<file path="config.mk">
export PLATFORM = sky130hd
export DESIGN_NAME = conv2_sched_flat
export DESIGN_NICKNAME = d
export VERILOG_FILES = /design/src/rtl/conv2_pkg.sv /design/src/rtl/conv2_sched_if.sv /design/src/rtl/conv2_sat_acc.sv /design/src/rtl/conv2_sched.sv /design/src/flat_wrapper.sv
export SDC_FILE = /design/constraint.sdc
export NUM_CORES = 1
export LEC_CHECK = 0
export ABC_AREA = 1
export ABC_CLOCK_PERIOD_IN_PS = 2450
export CORE_ASPECT_RATIO = 0.9
export CORE_MARGIN = 10
export CORE_UTILIZATION = 51
export DETAILED_ROUTE_END_ITERATION = 10
export GPL_ROUTABILITY_DRIVEN = 1
export PLACE_DENSITY = 0.75
export RECOVER_POWER = 50
export SYNTH_ARGS = -nofsm -noshare
export SYNTH_HDL_FRONTEND = slang
export SYNTH_HIERARCHICAL = 1
export SYNTH_SLANG_ARGS = --single-unit
</file>
<file path="constraint.sdc">
create_clock -name clk -period 2.45 [get_ports clk]
set_input_delay 0.49 -clock clk [delete_from_list [all_inputs] [get_ports clk]]
set_output_delay 0.49 -clock clk [all_outputs]
set_load 0.02 [all_outputs]
</file>
<file path="src/rtl/conv2_pkg.sv">
// Shared definitions for the conv2 scheduler: partial-sum width, saturation
// limits, FSM state encoding and a counter-width helper.
package conv2_pkg;

  localparam int unsigned PSUM_W = 14;

  localparam logic signed [PSUM_W-1:0] SAT_MAX = PSUM_W'(8191);
  localparam logic signed [PSUM_W-1:0] SAT_MIN = PSUM_W'(-8192);

  typedef enum logic [1:0] {IDLE, MAC, OUT} state_e;

  // Counter width for n values; a single-value counter still gets one bit.
  function automatic int unsigned cnt_w(input int unsigned n);
    return (n > 1) ? $clog2(n) : 1;
  endfunction

endpackage

</file>
<file path="src/rtl/conv2_sched_if.sv">
// Window / result handshake bundle between the conv2 scheduler (master) and
// the MAC datapath plus downstream sink (slave).
interface conv2_sched_if #(
  parameter int unsigned OUT_CH = 3,
  parameter int unsigned IN_GRP = 2
);
  import conv2_pkg::*;

  localparam int unsigned WSEL_W = cnt_w(OUT_CH * IN_GRP);
  localparam int unsigned OC_W   = cnt_w(OUT_CH);

  logic                     win_valid;
  logic                     win_ready;
  logic signed [PSUM_W-1:0] psum;
  logic [WSEL_W-1:0]        wsel;
  logic                     calc_en;
  logic                     out_valid;
  logic                     out_ready;
  logic signed [PSUM_W-1:0] out_data;
  logic [OC_W-1:0]          out_ch;

  modport master (
    input  win_valid, psum, out_ready,
    output win_ready, wsel, calc_en, out_valid, out_data, out_ch
  );

  modport slave (
    output win_valid, psum, out_ready,
    input  win_ready, wsel, calc_en, out_valid, out_data, out_ch
  );

endinterface

</file>
<file path="src/rtl/conv2_sat_acc.sv">
// 14-bit signed saturating adder used for partial-sum accumulation.
module conv2_sat_acc
  import conv2_pkg::*;
(
  input  logic signed [PSUM_W-1:0] a_i,
  input  logic signed [PSUM_W-1:0] b_i,
  output logic signed [PSUM_W-1:0] sum_o
);

  logic [PSUM_W:0] sum_full;

  // One extra bit of headroom; disagreeing top bits mean overflow.
  always_comb begin
    sum_full = {a_i[PSUM_W-1], a_i} + {b_i[PSUM_W-1], b_i};
    sum_o    = sum_full[PSUM_W-1:0];
    if (sum_full[PSUM_W] != sum_full[PSUM_W-1]) begin
      sum_o = sum_full[PSUM_W] ? SAT_MIN : SAT_MAX;
    end
  end

endmodule

</file>
<file path="src/rtl/conv2_sched.sv">
// conv2 scheduler: sequences OUT_CH x IN_GRP MAC cycles per window position,
// then streams OUT_CH accumulated results, over an FM_W x FM_H feature map.
// Build option: define CONV2_SCHED_RELU_EN to clamp negative results to 0 on
// out_data (accumulators are never modified by the clamp).
module conv2_sched
  import conv2_pkg::*;
#(
  parameter int unsigned OUT_CH = 3,
  parameter int unsigned IN_GRP = 2,
  parameter int unsigned FM_W   = 8,
  parameter int unsigned FM_H   = 8
) (
  input  logic           clk,
  input  logic           rst,
  input  logic           start,
  conv2_sched_if.master  bus,
  output logic           busy,
  output logic           frame_done
);

  localparam int unsigned OC_W   = cnt_w(OUT_CH);
  localparam int unsigned GRP_W  = cnt_w(IN_GRP);
  localparam int unsigned COL_W  = cnt_w(FM_W);
  localparam int unsigned ROW_W  = cnt_w(FM_H);
  localparam int unsigned WSEL_W = cnt_w(OUT_CH * IN_GRP);
`ifdef CONV2_SCHED_RELU_EN
  localparam bit Relu = 1'b1;
`else
  localparam bit Relu = 1'b0;
`endif

  state_e                   state_q, state_d;
  logic [OC_W-1:0]          oc_q, oc_d;
  logic [GRP_W-1:0]         grp_q, grp_d;
  logic [COL_W-1:0]         col_q, col_d;
  logic [ROW_W-1:0]         row_q, row_d;
  logic signed [PSUM_W-1:0] acc_q [OUT_CH];
  logic signed [PSUM_W-1:0] acc_d [OUT_CH];
  logic                     frame_done_q, frame_done_d;

  logic signed [PSUM_W-1:0] acc_cur;
  logic signed [PSUM_W-1:0] acc_base;
  logic signed [PSUM_W-1:0] acc_sum;
  logic                     last_oc, last_grp, last_pos;

  // Group 0 loads psum by adding it to zero, so one adder covers both cases.
  always_comb begin
    acc_cur  = acc_q[oc_q];
    acc_base = (grp_q == '0) ? '0 : acc_cur;
    last_oc  = (oc_q == OC_W'(OUT_CH - 1));
    last_grp = (grp_q == GRP_W'(IN_GRP - 1));
    last_pos = (col_q == COL_W'(FM_W - 1)) && (row_q == ROW_W'(FM_H - 1));
  end

  conv2_sat_acc u_sat_acc (
    .a_i   (acc_base),
    .b_i   (bus.psum),
    .sum_o (acc_sum)
  );

  // State, counters and accumulators.
  always_ff @(posedge clk) begin
    if (rst) begin
      state_q      <= IDLE;
      oc_q         <= '0;
      grp_q        <= '0;
      col_q        <= '0;
      row_q        <= '0;
      frame_done_q <= 1'b0;
      for (int i = 0; i < int'(OUT_CH); i++) acc_q[i] <= '0;
    end else begin
      state_q      <= state_d;
      oc_q         <= oc_d;
      grp_q        <= grp_d;
      col_q        <= col_d;
      row_q        <= row_d;
      frame_done_q <= frame_done_d;
      acc_q        <= acc_d;
    end
  end

  // Next-state and handshake outputs; everything forced low while in reset.
  always_comb begin
    state_d       = state_q;
    oc_d          = oc_q;
    grp_d         = grp_q;
    col_d         = col_q;
    row_d         = row_q;
    acc_d         = acc_q;
    frame_done_d  = 1'b0;
    bus.win_ready = 1'b0;
    bus.calc_en   = 1'b0;
    bus.wsel      = '0;
    bus.out_valid = 1'b0;
    bus.out_data  = '0;
    bus.out_ch    = '0;
    busy          = (state_q != IDLE);
    frame_done    = frame_done_q;

    unique case (state_q)
      IDLE: begin
        if (start) state_d = MAC;
      end
      MAC: begin
        bus.wsel = WSEL_W'(grp_q * OUT_CH + oc_q);
        if (bus.win_valid) begin
          bus.calc_en  = 1'b1;
          acc_d[oc_q]  = acc_sum;
          if (last_oc) begin
            bus.win_ready = 1'b1;
            oc_d          = '0;
            if (last_grp) begin
              grp_d   = '0;
              state_d = OUT;
            end else begin
              grp_d = grp_q + GRP_W'(1);
            end
          end else begin
            oc_d = oc_q + OC_W'(1);
          end
        end
      end
      OUT: begin
        bus.out_valid = 1'b1;
        bus.out_ch    = oc_q;
        bus.out_data  = (Relu && acc_cur[PSUM_W-1]) ? '0 : acc_cur;
        if (bus.out_ready) begin
          if (last_oc) begin
            oc_d = '0;
            if (last_pos) begin
              col_d        = '0;
              row_d        = '0;
              state_d      = IDLE;
              frame_done_d = 1'b1;
            end else begin
              state_d = MAC;
              if (col_q == COL_W'(FM_W - 1)) begin
                col_d = '0;
                row_d = row_q + ROW_W'(1);
              end else begin
                col_d = col_q + COL_W'(1);
              end
            end
          end else begin
            oc_d = oc_q + OC_W'(1);
          end
        end
      end
      default: state_d = IDLE;
    endcase

    if (rst) begin
      bus.win_ready = 1'b0;
      bus.calc_en   = 1'b0;
      bus.wsel      = '0;
      bus.out_valid = 1'b0;
      bus.out_data  = '0;
      bus.out_ch    = '0;
      busy          = 1'b0;
      frame_done    = 1'b0;
    end
  end

endmodule

</file>
<file path="src/flat_wrapper.sv">
// flat-port wrapper written by rule: the top's interface ports become plain ports
module conv2_sched_flat import conv2_pkg::*;
#(
  parameter int unsigned OUT_CH = 3,
  parameter int unsigned IN_GRP = 2,
  parameter int unsigned FM_W   = 8,
  parameter int unsigned FM_H   = 8
)
  (clk, rst, start, busy, frame_done, bus_win_valid, bus_psum, bus_out_ready, bus_win_ready, bus_wsel, bus_calc_en, bus_out_valid, bus_out_data, bus_out_ch);
  conv2_sched_if #(.OUT_CH(OUT_CH), .IN_GRP(IN_GRP)) bus_i ();
  input  logic clk;
  input  logic rst;
  input  logic start;
  output logic busy;
  output logic frame_done;
  input wire logic [$bits(bus_i.win_valid)-1:0] bus_win_valid;
  input wire logic [$bits(bus_i.psum)-1:0] bus_psum;
  input wire logic [$bits(bus_i.out_ready)-1:0] bus_out_ready;
  output wire logic [$bits(bus_i.win_ready)-1:0] bus_win_ready;
  output wire logic [$bits(bus_i.wsel)-1:0] bus_wsel;
  output wire logic [$bits(bus_i.calc_en)-1:0] bus_calc_en;
  output wire logic [$bits(bus_i.out_valid)-1:0] bus_out_valid;
  output wire logic [$bits(bus_i.out_data)-1:0] bus_out_data;
  output wire logic [$bits(bus_i.out_ch)-1:0] bus_out_ch;
  assign bus_i.win_valid = bus_win_valid;
  assign bus_i.psum = bus_psum;
  assign bus_i.out_ready = bus_out_ready;
  assign bus_win_ready = bus_i.win_ready;
  assign bus_wsel = bus_i.wsel;
  assign bus_calc_en = bus_i.calc_en;
  assign bus_out_valid = bus_i.out_valid;
  assign bus_out_data = bus_i.out_data;
  assign bus_out_ch = bus_i.out_ch;
  conv2_sched #(.OUT_CH(OUT_CH), .IN_GRP(IN_GRP), .FM_W(FM_W), .FM_H(FM_H)) u_core (.clk(clk), .rst(rst), .start(start), .bus(bus_i), .busy(busy), .frame_done(frame_done));
endmodule
</file>
==> results.toml <==
[synthesis]
synthFlopType = "dfxtp_1"
synth_simple_gate_area_share = 0.3930
netlist_instances = 569
synth-compound-area-share = 0.1009
synth.distinct_cells = 36
synthXorXnorAreaFrac = 0.02185
syn_area_per_cell_sq_um = 6.340
synthMuxAreaShare = 0
synth_adder_area_share = 0.07700
synthArstFlopShare = 0
synth_top_family_by_area = "simple AND/OR/NAND/NOR gates"
ys_warn_count = 6
synth_edf_count = 0
ys_ff_latch = 54
syn_area_sq_um = 3607
ys_seq_area_frac = 0.2997
syn_nets = 609

[job]
drv_cap = 0

[clock_tree]
postCtsHoldBufs = 0
cts_tree = "done"
clk_pin_slew_ns = 0.10
htree_levels = 2
cts.sinks = 54
worstSkewPairLatency_ns = 0.33
cts_buffers = 5
clk_path_buf_depth = 2
cts_root_buffer = "clkbuf_8"

[cells_and_area]
area_delta_synth_final_pct = 58.79
layout_common_cells = "nor2_1, nand2_1, buf_4, dfxtp_1, nand2_2"
num_antenna_cells = 0
multi_input_area_sq_um = 3042
final-seq-area_sq_um = 1089
fin_cells = 776
fillCellCount = 375
final_area_sq_um = 5728
final_common_cell = "nor2_1"
drive_above_1_share = 0.4070
nets = 723

[placed_design]
dp_hpwl_mm = 7.859
portBuffers = 42
placed_area_sq_um = 4597
place.gp.congestion = 0.9087
dp_cells = 748

[worst_hold_path]
worstHoldPathCells = 2
min-delay-start = "u_core/acc_q[26]"
hold_path_class = "reg2reg"
min_to = "u_core/acc_q[26]"

[run_status]
violations = "setup timing"
status = "finished, violations left"

[setup_path]
crit_required_ns = 2.64
crit_path_top_delay_cell = "dfxtp_4"
r2r-start = "u_core/oc_q[0]"
cpLargestDelayFamily = "simple AND/OR/NAND/NOR gates"
end_kind = "register"
worstSetupPathType = "reg2reg"
critical_path_buf_inv_count = 4
crit_chain = "buf_6 -> nor2_8 -> nand2_1 -> nand3_2 -> nand2_1 -> inv_2 -> ha_4 -> nand2_4 -> inv_1 -> nand2_1 -> nand2_1 -> a21oi_4 -> nand2_4 -> nand2_4 -> buf_6 -> nand2_8 -> nand2_8 -> nand3_4 -> nand2_4 -> nor2_1 -> nor2_1"
slowest_delay_ns = 0.39
r2r_cells = 21
path_max_fanout = 8
worstPathArrival_ns = 3.32
startpoint_type = "register"
r2r-end = "u_core/acc_q[39]"
r2r_setup_slack_ns = -0.68

[grt]
grt_max_degree = 53
grt_pass1_vias = 4261
grt_overflow = 0
grt_first_pass_wirelength_mm = 21.00
antenna_found_initial = 0
gr-usage-all-layers = 0.2399

[die]
core-area_sq_um = 6967
num_rows = 29
fp.dieW_microns = 108.7
die_h_microns = 99.79
die_area_sq_um = 10840
start_util = 0.5178
io_pins = 43

[routing]
drc = 0
vias = 4714
topRoutingLayerUsed = "met4"
avgViaCountPerCell = 6.075
routedWlPerCell_microns = 20.98
final_antenna_net_count = 0
wirelength_mm = 16.28
routed-wl-met2_mm = 7.608
wl_met1_mm = 5.679
drt-initial-drc-count = 577
wl_met3_mm = 1.620
firstDrtPassIters = 8

[timing]
max_slew_margin = 0.5881
grt_setup_unrepaired = "yes"
post-route-min-period_ns = 3.129
clock_skew_ns = 0.01388
drv_slew = 0
finalHoldViolCount = 0
setup_viol = 42
hold_slack_ns = 0.4985
fin_ws_ns = -0.6787
max_freq_mhz = 319.6
post-route-period-util = 1.277
tightest_slew_ns = 0.6178
tns_ns = -15.74

[power]
leakagePower_nw = 2.916
p_total_mw = 3.029
vdd_drop_max_mv = 0.3856
power.density_nw_per_um2 = 528.9
==> kinds of logic after synthesis <==
logic type / after synthesis
AOI/OAI and AO/OA: 70
xor gates and xnor gates: 9
adders and majority gates: 21
buffers and inverters: 87
DFF: 54
and+or+nand+nor: 328
==> per-stage QoR <==
stage | setup slack (ns) | utilization
after floorplan | 0.007254 | -
after global placement | -0.2353 | 0.6598
after CTS | -0.1703 | 0.7805
final | -0.6787 | 0.8222
after detailed placement | -0.3404 | 0.6598
after global routing | -0.6997 | 0.8222
==> cell usage after synthesis (7+ instances only) <==
cell type	number	area (sq um)
inv_2	13	48.80
o21ai_1	49	245.2
nand3_1	27	135.1
dfxtp_1	54	1081
xor2_1	7	61.31
a21oi_1	15	75.07
nand2_1	149	559.3
clkbuf_1	8	30.03
ha_1	19	237.7
inv_1	51	191.4
nand2_2	7	43.79
nor2_1	121	454.2
==> per-layer routing <==
metal / vias up / GRT usage
li1: 2004 / -
met2: 413 / 0.4100
met3: 147 / 0.04741
met5: - / 0
met4: 0 / 0.1094
met1: 2150 / 0.2828
==> how the worst max path moves through the flow <==
stage                         startpoint               end  slack, ns  cells after the start
after floorplan           u_core/oc_q[0]  u_core/acc_q[10]      0.007                     21
after global placement               rst     bus_out_ch[0]      -0.24                      6
after detailed placement  u_core/oc_q[0]   u_core/acc_q[1]      -0.34                     21
after CTS                 u_core/oc_q[1]  u_core/acc_q[16]      -0.17                     22
after global routing      u_core/oc_q[0]  u_core/acc_q[39]      -0.70                     21
final                     u_core/oc_q[0]  u_core/acc_q[39]      -0.68                     21
==> area by class of cell <==
class	count	area share
repair buffers	125	0.1992
clock inverters	1	0.001092
flip-flops and latches	54	0.1900
inverters	67	0.04565
clock buffers	6	0.01267
well taps	93	0.02031
multi-input cells	430	0.5310
==> power breakdown <==
group,switching (mW),internal (mW),total [mW]
clock network,0.308,0.198,0.506
logic,0.835,0.620,1.45
registers,0.0977,0.971,1.07
==> worst reg2reg max path, cell delays in order, from the launching register on <==
cell	delay, ns
dfxtp_4	0.39
buf_6	0.14
nor2_8	0.20
nand2_1	0.09
nand3_2	0.11
nand2_1	0.09
inv_2	0.08
ha_4	0.22
nand2_4	0.11
inv_1	0.05
nand2_1	0.08
nand2_1	0.09
a21oi_4	0.26
nand2_4	0.09
nand2_4	0.08
buf_6	0.11
nand2_8	0.07
nand2_8	0.13
nand3_4	0.09
nand2_4	0.11
nor2_1	0.06
nor2_1	0.35
==> repair_timing <==
action | CTS | global route
gates cloned | 4 | 0
pin swaps | 65 | 33
endpoints found under the setup margin | 62 | 48
setup buffers | 13 | 5
resized for setup | 166 | 66
==> registers in the layout, indices dropped and copies added, names as in the netlist <==
| register | flops |
|---|---|
| u_core/acc_q | 42 |
| u_core/col_q | 3 |
| u_core/frame_done_q | 1 |
| u_core/grp_q | 1 |
| u_core/oc_q | 2 |
| u_core/row_q | 3 |
| u_core/state_q | 2 |
Power figures use the tool's default switching activity.
